File: config.mk
export PLATFORM = sky130hd
export DESIGN_NAME = modem_multimode_core
export DESIGN_NICKNAME = d
export VERILOG_FILES = /design/src/rtl/modem_pkg.sv /design/src/rtl/modem_multimode_core_sine_lut.sv /design/src/rtl/modem_multimode_core.sv
export SDC_FILE = /design/constraint.sdc
export NUM_CORES = 1
export LEC_CHECK = 0
export CORE_MARGIN = 10
export CORE_UTILIZATION = 44
export CTS_BUF_LIST = sky130_fd_sc_hd__clkbuf_16
export CTS_CLUSTER_DIAMETER = 60
export DETAILED_ROUTE_END_ITERATION = 8
export GPL_TIMING_DRIVEN = 1
export PLACE_DENSITY = 0.63
export SLEW_MARGIN = 10
export SYNTH_ARGS = -nofsm -noshare
export SYNTH_HDL_FRONTEND = slang
export SYNTH_HIERARCHICAL = 1
export SYNTH_SLANG_ARGS = --single-unit
File: constraint.sdc
create_clock -name clk -period 33.4 [get_ports clk]
set_input_delay 3.34 -clock clk [delete_from_list [all_inputs] [get_ports clk]]
set_output_delay 3.34 -clock clk [all_outputs]
set_load 0.02 [all_outputs]
File: src/rtl/modem_pkg.sv
// ============================================================================
// modem_pkg : shared types and sizing helpers for the multimode modem core
// Rev 1.0
// ============================================================================
`default_nettype none

package modem_pkg;

    typedef enum logic [1:0] {
        MODE_OOK  = 2'd0,
        MODE_BPSK = 2'd1,
        MODE_BFSK = 2'd2,
        MODE_TONE = 2'd3
    } mode_e;

    typedef enum logic [1:0] {
        ST_IDLE = 2'd0,
        ST_SEND = 2'd1,
        ST_TONE = 2'd2
    } state_e;

    function automatic int mid_of(input int dw);
        return 2 ** (dw - 1);
    endfunction

    // Sized so SPS full-scale samples plus sign never overflow.
    function automatic int acc_w_of(input int dw, input int sps);
        return dw + $clog2(sps) + 2;
    endfunction

endpackage

`default_nettype wire

File: src/rtl/modem_multimode_core_sine_lut.sv
// ============================================================================
// sine_lut : quarter-wave sine table with quadrant folding, offset-binary out
// Rev 1.0
// ============================================================================
`default_nettype none

module sine_lut
    import modem_pkg::*;
#(
    parameter int DATA_W = 7,
    parameter int LUT_AW = 5
) (
    input  logic [LUT_AW+1:0] i_phase,
    output logic [DATA_W-1:0] o_sample
);

    localparam int c_MID = mid_of(DATA_W);

    // 63*sin(pi/2*(a+0.5)/32): half-step offset keeps folded quadrants mirror-exact.
    function automatic logic [5:0] qsine63(input logic [4:0] idx);
        logic [5:0] v;
        case (idx)
            5'd0:  v = 6'd2;   5'd1:  v = 6'd5;   5'd2:  v = 6'd8;   5'd3:  v = 6'd11;
            5'd4:  v = 6'd14;  5'd5:  v = 6'd17;  5'd6:  v = 6'd20;  5'd7:  v = 6'd23;
            5'd8:  v = 6'd26;  5'd9:  v = 6'd28;  5'd10: v = 6'd31;  5'd11: v = 6'd34;
            5'd12: v = 6'd36;  5'd13: v = 6'd39;  5'd14: v = 6'd41;  5'd15: v = 6'd43;
            5'd16: v = 6'd46;  5'd17: v = 6'd48;  5'd18: v = 6'd50;  5'd19: v = 6'd52;
            5'd20: v = 6'd53;  5'd21: v = 6'd55;  5'd22: v = 6'd56;  5'd23: v = 6'd58;
            5'd24: v = 6'd59;  5'd25: v = 6'd60;  5'd26: v = 6'd61;  5'd27: v = 6'd61;
            5'd28: v = 6'd62;  5'd29: v = 6'd63;  5'd30: v = 6'd63;  default: v = 6'd63;
        endcase
        return v;
    endfunction

    logic [1:0]        w_quad;
    logic [LUT_AW-1:0] w_addr;
    logic [4:0]        w_idx;
    logic [5:0]        w_tab;
    int                w_amp;

    assign w_quad = i_phase[LUT_AW+1 -: 2];
    assign w_addr = w_quad[0] ? ~i_phase[LUT_AW-1:0] : i_phase[LUT_AW-1:0];

    generate
        if (LUT_AW >= 5) begin : g_idx_trunc
            assign w_idx = w_addr[LUT_AW-1 -: 5];
        end else begin : g_idx_pad
            assign w_idx = {w_addr, {(5 - LUT_AW){1'b0}}};
        end
    endgenerate

    assign w_tab = qsine63(w_idx);

    always_comb begin
        w_amp    = (int'(w_tab) * (c_MID - 1) + 31) / 63;
        o_sample = w_quad[1] ? DATA_W'(c_MID - w_amp) : DATA_W'(c_MID + w_amp);
    end

endmodule

`default_nettype wire

File: src/rtl/modem_multimode_core.sv
// ============================================================================
// modem_multimode_core : OOK/BPSK/BFSK/tone byte modulator with NCO carrier
// and a coherent integrate-and-dump demodulator slaved to the TX symbol timing.
// Rev 1.0
// ============================================================================
`default_nettype none

module modem_multimode_core
    import modem_pkg::*;
#(
    parameter int DATA_W  = 7,
    parameter int PHASE_W = 12,
    parameter int LUT_AW  = 5,
    parameter int SPS     = 16,
    parameter int F0_INC  = 256,
    parameter int F1_INC  = 512,
    parameter int OOK_THR = SPS * (2 ** (DATA_W - 1)) / 4
) (
    input  logic              clk,
    input  logic              rst_n,
    input  logic [1:0]        sel,
    input  logic              tx_valid,
    output logic              tx_ready,
    input  logic [7:0]        tx_data,
    output logic [DATA_W-1:0] mod_out,
    output logic              busy,
    input  logic [DATA_W-1:0] rx_in,
    output logic              demod_bit,
    output logic              demod_valid
);

    localparam int c_MID   = mid_of(DATA_W);
    localparam int c_ACC_W = acc_w_of(DATA_W, SPS);
    localparam int c_CNT_W = $clog2(SPS);
    localparam logic [PHASE_W-1:0] c_F0    = PHASE_W'(F0_INC);
    localparam logic [PHASE_W-1:0] c_F1    = PHASE_W'(F1_INC);
    localparam logic [DATA_W-1:0]  c_MID_S = DATA_W'(c_MID);
    localparam logic [DATA_W-1:0]  c_FULL  = DATA_W'(2 * c_MID - 1);
    localparam logic signed [c_ACC_W-1:0] c_ZERO = '0;
    localparam logic signed [c_ACC_W-1:0] c_THR  = c_ACC_W'(OOK_THR);

    state_e               r_state, w_next;
    mode_e                r_mode, r_dmode;
    logic                 r_up;
    logic [7:0]           r_byte;
    logic [c_CNT_W-1:0]   r_cnt;
    logic [2:0]           r_bit;
    logic [PHASE_W-1:0]   r_ph, r_p0, r_p1;
    logic [DATA_W-1:0]    r_mod;
    logic                 r_dv, r_last, r_r0, r_r1;
    logic signed [c_ACC_W-1:0] r_e, r_c0, r_c1;
    logic                 r_dbit, r_dval;

    logic                 w_tone_req, w_sym_end, w_byte_end, w_cur_bit, w_ready, w_accept;
    logic [PHASE_W-1:0]   w_inc;
    logic [DATA_W-1:0]    w_sine, w_sample;
    logic signed [DATA_W:0]    w_x;
    logic signed [c_ACC_W-1:0] w_xe, w_e_n, w_c0_n, w_c1_n, w_a0, w_a1;
    logic                 w_decide;

    assign w_tone_req = (mode_e'(sel) == MODE_TONE);
    assign w_sym_end  = (r_cnt == c_CNT_W'(SPS - 1));
    assign w_byte_end = w_sym_end && (r_bit == 3'd7);
    assign w_cur_bit  = r_byte[r_bit];
    assign w_accept   = w_ready && tx_valid;

    always_comb begin
        w_next  = r_state;
        w_ready = 1'b0;
        case (r_state)
            ST_IDLE: begin
                w_ready = r_up && !w_tone_req;
                if (w_ready && tx_valid)      w_next = ST_SEND;
                else if (r_up && w_tone_req)  w_next = ST_TONE;
            end
            ST_SEND: begin
                // Ready on the last cycle of bit 7 lets the next byte follow gap-free.
                if (w_byte_end) begin
                    w_ready = !w_tone_req;
                    if (!(w_ready && tx_valid)) w_next = ST_IDLE;
                end
            end
            ST_TONE: if (!w_tone_req) w_next = ST_IDLE;
            default: w_next = ST_IDLE;
        endcase
    end

    assign w_inc = (r_state == ST_SEND && r_mode == MODE_BFSK && w_cur_bit) ? c_F1 : c_F0;

    sine_lut #(
        .DATA_W (DATA_W),
        .LUT_AW (LUT_AW)
    ) u_sine_lut (
        .i_phase  (r_ph[PHASE_W-1 -: LUT_AW+2]),
        .o_sample (w_sine)
    );

    always_comb begin
        w_sample = c_MID_S;
        if (r_state == ST_TONE) begin
            w_sample = w_sine;
        end else if (r_state == ST_SEND) begin
            case (r_mode)
                MODE_OOK:  w_sample = w_cur_bit ? w_sine : c_MID_S;
                MODE_BPSK: w_sample = w_cur_bit ? w_sine : c_FULL - w_sine;
                default:   w_sample = w_sine;
            endcase
        end
    end

    // Demod pipeline runs one cycle behind the FSM, aligned with registered mod_out.
    assign w_x    = $signed({1'b0, rx_in}) - $signed((DATA_W + 1)'(c_MID));
    assign w_xe   = c_ACC_W'(w_x);
    assign w_e_n  = r_e  + (w_x[DATA_W] ? -w_xe : w_xe);
    assign w_c0_n = r_c0 + (r_r0 ? -w_xe : w_xe);
    assign w_c1_n = r_c1 + (r_r1 ? -w_xe : w_xe);
    assign w_a0   = w_c0_n[c_ACC_W-1] ? -w_c0_n : w_c0_n;
    assign w_a1   = w_c1_n[c_ACC_W-1] ? -w_c1_n : w_c1_n;

    always_comb begin
        w_decide = 1'b0;
        case (r_dmode)
            MODE_OOK:  w_decide = (w_e_n > c_THR);
            MODE_BPSK: w_decide = (w_c0_n > c_ZERO);
            MODE_BFSK: w_decide = (w_a1 > w_a0);
            default:   w_decide = 1'b0;
        endcase
    end

    always_ff @(posedge clk) begin
        if (!rst_n) begin
            r_state <= ST_IDLE;
            r_mode  <= MODE_OOK;
            r_dmode <= MODE_OOK;
            r_up    <= 1'b0;
            r_byte  <= '0;
            r_cnt   <= '0;
            r_bit   <= '0;
            r_ph    <= '0;
            r_p0    <= '0;
            r_p1    <= '0;
            r_mod   <= c_MID_S;
            r_dv    <= 1'b0;
            r_last  <= 1'b0;
            r_r0    <= 1'b0;
            r_r1    <= 1'b0;
            r_e     <= '0;
            r_c0    <= '0;
            r_c1    <= '0;
            r_dbit  <= 1'b0;
            r_dval  <= 1'b0;
        end else begin
            r_up    <= 1'b1;
            r_state <= w_next;
            r_mod   <= w_sample;

            if (w_accept) begin
                r_byte <= tx_data;
                r_mode <= mode_e'(sel);
                r_cnt  <= '0;
                r_bit  <= '0;
            end else if (r_state == ST_SEND) begin
                if (w_sym_end) begin
                    r_cnt <= '0;
                    r_bit <= r_bit + 3'd1;
                end else begin
                    r_cnt <= r_cnt + c_CNT_W'(1);
                end
            end

            if (w_next == ST_IDLE) begin
                r_ph <= '0;
                r_p0 <= '0;
                r_p1 <= '0;
            end else if (r_state != ST_IDLE) begin
                r_ph <= r_ph + w_inc;
                r_p0 <= r_p0 + c_F0;
                r_p1 <= r_p1 + c_F1;
            end

            r_dv    <= (r_state == ST_SEND);
            r_last  <= w_sym_end;
            r_r0    <= r_p0[PHASE_W-1];
            r_r1    <= r_p1[PHASE_W-1];
            r_dmode <= r_mode;
            r_dval  <= 1'b0;
            if (r_dv) begin
                if (r_last) begin
                    r_dbit <= w_decide;
                    r_dval <= 1'b1;
                    r_e    <= '0;
                    r_c0   <= '0;
                    r_c1   <= '0;
                end else begin
                    r_e    <= w_e_n;
                    r_c0   <= w_c0_n;
                    r_c1   <= w_c1_n;
                end
            end
        end
    end

    assign tx_ready    = w_ready;
    assign busy        = (r_state == ST_SEND);
    assign mod_out     = r_mod;
    assign demod_bit   = r_dbit;
    assign demod_valid = r_dval;

endmodule

`default_nettype wire
==> results.md, run 1 <==
- Status: complete, no violations
- Period minus WS final: 14.65 ns
- Cells after DPL: 1753
- Max incr delay on CP: around 0.7 ns
- CTS root buf: clkbuf_16
- Worst Reg2Reg Path Length in Cells: 52
- Reg-to-Reg End: mod_out[6]
- Fin crit share: a little over two fifths
- Diodes inserted: 0
- Syn Area/Cell: 7.81 um^2
- Die Area: 32100 um^2
- Nets: about 1600
- Die Y: 179 um
- Hpwl dp: 23.6 mm
- Final cell count without fillers: between 1500 and 2000
- Top_reg_cell synth: dfxtp_1
- Total grt overflow: 0
- CP max stage cell: dfxtp_1
- Worst Path Buf+Inv: 7
- Post-synthesis sequential area ratio: 15.3%
- Worst path top cell family by delay: compound AO/OA/AOI/OAI gates
- Main area contributors after synthesis: dfxtp_1 15%, ha_1 14%, a21oi_1 4.9%
- R2R Setup Slk: 18.75 ns
- Port bufs: 30
- CTS buffer count: 9
- CP Launch Type: flop
- Drt total wl: 30.2 mm
- CTS tree: done
- Wire length per cell: approximately 17 um
- Tightest Pin Transition: a little over 1 ns
- Pin count of the biggest net entering global routing: 66
- First-pass GRT wire length: 49.3 mm
- Post-synth ARST share: 0%
- Fillers: roughly 2500
- Drc violations: 0
- P&R area growth vs syn: 7.61%
- Initial antenna violation count: 0
- Pre-Repair DR Iteration Count: 5
- Worst slack at placement: 18.89 ns
- Highest Clock Rate: around 0.068 GHz
- Cell variety after synth: 110
- Layout cells sized above 1: 6.39%
- CP Class: flop to flop
- R2r startpoint: r_ph[10]
- Vias per cell: slightly below 6
- Synth warn: 6
- Setup TNS: 0 ns
- Mapped Area: approximately 11000 um^2
- Die X: 179 um
- Post-synth EDFFs: 0
- IO Pins: 31
- Via count: a little over 10000
- Count of state elements after synthesis: 85
- # resized after CTS: 0
- Max-cap viol count: 0
- GRT Util Overall: a little under a fifth
- CP Max Fanout: 17
- Slew HR: roughly 30%
- Synth cell count leaders: 125 x ha_1, 111 x nor2_1, 110 x a21oi_1
- Final-report hold violation count: 0
- Flip-flop and latch area: 1700 um^2
- Crit end category: flop
- Row count: 58
- Htree depth: 3
- Cell depth of the worst hold path: 2
- Hold buffers post-CTS: 0
- CTS max path bufs: 2
- Yosys top cell area share: between 10% and 20%
- Hold EP: r_p1[10]
- Clock Pin Slew Worst Setup and Hold Paths: 0.07 ns
- Final Setup Violations: 0
- Vias in the first global route: roughly 9800
- Area leader, netlist: dfxtp_1
- Unrepaired setup endpoints after global routing: no
- Worst Min Path Start: r_p1[10]
- Clock sink total: between 80 and 90
- Worst Path Required: about 34 ns
- Area of the multi-input gates: slightly below 9000 um^2
- DRC marker count from the first detailed-route iteration: 808
- Worst setup margin: around 19 ns
- Count leader, synth: ha_1
- Post-CTS setup buffers: 0
- Worst Path Arrival: between 10 and 15 ns
- Core area: 25000 um^2
- Worst-Skew Late Latency: 0.36 ns
- ANT nets after route: 0
- Syn Inst Count: approximately 1400
- Setup Skew: around 0.0064 ns
- Worst hold path type: flop to flop
- Final-report max-slew violation count: 0
- Final GP Congestion: between 0.9 and 1
- Starting density of the core: 44.6%
## metrics by stage
step	utilization (%)	cell area, um^2	hold slack (ns)
finish	48.0	12000	0.470
global route	48.0	12000	0.493
CTS	48.0	12000	0.468
detailed placement	46.7	11700	0.459
global placement	46.7	11700	0.443
floorplan	-	11200	0.436
## cells in the final DEF (no fill, tap or decap), types with 7 or more instances in the layout
cell / n
ha_1: 125
nor2_1: 111
a21oi_1: 110
nand2_1: 107
dfxtp_1: 85
inv_1: 74
nor2b_1: 67
xnor2_1: 62
o21ai_0: 55
xor2_1: 45
nor3_1: 38
nand3_1: 33
clkdlybuf4s50_1: 29
and2_1: 26
a211oi_1: 24
o22ai_1: 24
mux2i_1: 22
nand4_1: 22
and3_1: 18
o211ai_1: 17
nand2b_1: 16
a21o_1: 16
fa_1: 16
nor4_1: 14
o31ai_1: 13
conb_1: 13
or3_1: 12
a31oi_1: 12
o21a_1: 11
o21ai_1: 10
or2_2: 9
o21bai_1: 9
clkbuf_16: 9
nand3b_1: 8
buf_4: 8
a211o_1: 7
a22o_1: 7
## worst max path at each step
| stage | start | end | slack, ns | depth (start not counted) |
|---|---|---|---|---|
| 3_5_place_dp | r_ph[10] | mod_out[6] | 18.89 | 52 |
| 4_1_cts | r_ph[10] | mod_out[6] | 18.83 | 52 |
| 6_report | r_ph[10] | mod_out[6] | 18.75 | 52 |
| 2_1_floorplan | r_ph[10] | mod_out[6] | 20.15 | 57 |
| 5_1_grt | r_ph[10] | mod_out[6] | 17.37 | 51 |
| 3_3_place_gp | r_ph[10] | mod_out[6] | 19.25 | 52 |
## worst min-delay path, stage by stage, from the launching register on
cell	delay, ns
dfxtp_1	0.32
nand2_1	0.06
a21oi_1	0.05
## metal layers
| metal | GRT usage (%) | routed length [um] | share of wire [%] |
|---|---|---|---|
| met5 | 0 | 0 | 0 |
| met4 | 4.89 | 509 | 1.7 |
| met3 | 2.57 | 1180 | 3.9 |
| met2 | 31.6 | 14300 | 47 |
| met1 | 24.1 | 14200 | 47 |
## layout make-up
type                            count  area share (%)
Clock inverter                      7           0.656
Clock buffer                        9            1.88
Sequential cell                    85            14.2
Multi-Input combinational cell   1224            74.5
Inverter                           76            2.38
Timing Repair Buffer               38            2.96
Tap cell                          330            3.44
## logic make-up (layout without fill, tap and decap cells)
kind of cell,count (synthesis),count (layout),share of synthesized area [%]
buffers and inverters,132,130,4.96
other,1,13,0.0336
adders and majority gates,141,141,16.9
muxes,32,32,3.21
and+or+nand+nor,518,518,24.3
AOI/OAI and AO/OA,408,408,26.2
DFF,85,85,15.3
xor gates and xnor gates,112,112,9.18
## state kept, by name, summed over array words and instances (netlist names), 2 cells and up
| name | count |
|---|---|
| r_c0 | 13 |
| r_c1 | 13 |
| r_e | 13 |
| r_byte | 8 |
| mod_out | 7 |
| r_cnt | 4 |
| r_p0 | 4 |
| r_ph | 4 |
| r_bit | 3 |
| r_p1 | 3 |
| r_dmode | 2 |
| r_mode | 2 |
| r_state | 2 |
Power of run 1 is left out: the tool's default activity adds up to more than one toggle a clock period on the data nets, which glitch-free logic cannot reach.
==> run 2, diff against run 1 <==
- PLACE_DENSITY: 0.63 -> 0.65
- clock period: 33.4 -> 11.75 ns (I/O delays scaled with it)
==> results.md, run 2 (same netlist as run 1, synthesis figures left out) <==
- Starting density of the core: 44.6%
- Worst Path Buf+Inv: 6
- Max incr delay on CP: around 0.56 ns
- Total grt overflow: 0
- Crit end category: flop
- Clock Pin Slew Worst Setup and Hold Paths: 0.07 ns
- Pre-Repair DR Iteration Count: 5
- CP max stage cell: fa_1
- Via count: 10878
- Final Setup Violations: 0
- Core area: about 25000 um^2
- Final-report hold violation count: 0
- Most common cell after layout, fill and taps aside: ha_1
- Vias in the first global route: 10130
- ANT nets after route: 0
- Unrepaired setup endpoints after global routing: yes
- Setup TNS: 0 ns
- CP Class: flop to flop
- Worst Path Arrival: about 12 ns
- Htree depth: 3
- Drt total wl: between 30 and 40 mm
- Initial antenna violation count: 0
- CTS buffer count: 9
- Highest Clock Rate: 0.0878 GHz
- CP Launch Type: flop
- Wire length per cell: 17.2 um
- First-pass GRT wire length: slightly above 50 mm
- Vias per cell: between 5 and 6
- CP Max Fanout: 8
- Final-report max-slew violation count: 0
- Worst hold path type: flop to flop
- P&R area growth vs syn: 20.1%
- CTS tree: done
- Clock sink total: 85
- Max-cap viol count: 0
- Tightest Pin Transition: roughly 1.0 ns
- Most frequent cells in the layout: 112 x ha_1, 108 x a21oi_1, 106 x nor2_1, 104 x nand2_1, 94 x buf_4
- CTS root buf: clkbuf_16
- Slew HR: roughly a third
- Setup Skew: roughly 0.011 ns
- Layout cells sized above 1: 17.6%
- Diodes inserted: 0
- Hold buffers post-CTS: 0
- Status: complete, no violations
- Fin crit share: between 90% and 100%
- DRC marker count from the first detailed-route iteration: approximately 700
- Drc violations: 0
- Nets: 1688
- GRT Util Overall: a little under a fifth
- Hpwl dp: 24.2 mm
- Top Registers: r_c0: 13 flops, r_c1: 13 flops, r_e: 13 flops
- Final GP Congestion: 0.969
- Worst Path Required: approximately 12 ns
- IO Pins: 31
- Die Area: 32100 um^2
- Worst-Skew Late Latency: roughly 0.36 ns
- CTS max path bufs: 2
- Pin count of the biggest net entering global routing: 66
- Die X: roughly 180 um
- Port bufs: 30
- Period minus WS final: 11.39 ns
- Die Y: approximately 180 um
- Worst path top cell family by delay: compound AO/OA/AOI/OAI gates
- Row count: 58
## run 2: cell count changes in the layout (fill, tap and decap cells not counted), moves of 6 or more
cell and change:
buf_6 +6, xnor2_1 -6, inv_2 +7, o21ai_1 +6, buf_4 +86, ha_4 +12
inv_1 -9, o21ai_0 -10, ha_1 -13
## run 2: path summary, 6_finish.rpt
| path | startpoint | endpoint | slack, ns | cells past startpoint |
|---|---|---|---|---|
| setup / recovery | r_ph[10] | mod_out[5] | 0.36 | 53 |
| hold / removal | r_p1[10] | r_p1[10] | 0.48 | 2 |
| setup reg to reg | r_ph[10] | mod_out[5] | 0.36 | 53 |
| hold reg to reg | r_p1[10] | r_p1[10] | 0.48 | 2 |
## run 2: layout make-up
type,count,area [um^2]
fill,2370,11600
multi-input combinational,1224,9600
sequential,85,1710
timing repair buffer,131,1090
tap,330,413
inverter,76,290
clock buffer,9,225
clock inverter,7,80.1
## run 2: layer usage
layer	vias to the layer above	wire length [um]	global-route usage (%)
li1	5414	-	-
met1	5117	14400	24.5
met2	301	15400	32.4
met3	46	1390	2.42
met4	0	765	6.46
met5	-	0	0
## run 2: repair_timing
action	CTS	global route
resized for setup	7	106
pin swaps	1	55
buffers inserted	1	29
endpoints found under the setup margin	2	7
gates cloned	0	0
## run 2: worst reg2reg max path, delay by kind of cell (launching register included)
family | cells | cell delay (ns)
AO/OA/AOI/OAI | 25 | 5.70
XOR/XNOR | 3 | 0.53
adder cells (fa/ha/maj) | 9 | 2.95
buffers and inverters | 6 | 0.53
flip-flops | 1 | 0.42
multiplexers | 1 | 0.23
AND/OR/NAND/NOR | 9 | 0.92
## run 2: metrics by stage
step | utilization [%] | cell area, um^2 | setup WS, ns | hold slack, ns | std cells
finish | 53.5 | 13400 | 0.358 | 0.479 | 1862
CTS | 50.6 | 12700 | 0.0224 | 0.484 | 1833
global route | 53.5 | 13400 | -0.233 | 0.507 | 1862
global placement | 49.2 | 12300 | -0.267 | 0.444 | 1816
detailed placement | 49.2 | 12300 | -0.457 | 0.471 | 1816
floorplan | - | 11400 | 0.104 | 0.436 | 1441
Power of run 2 is left out for the same reason.
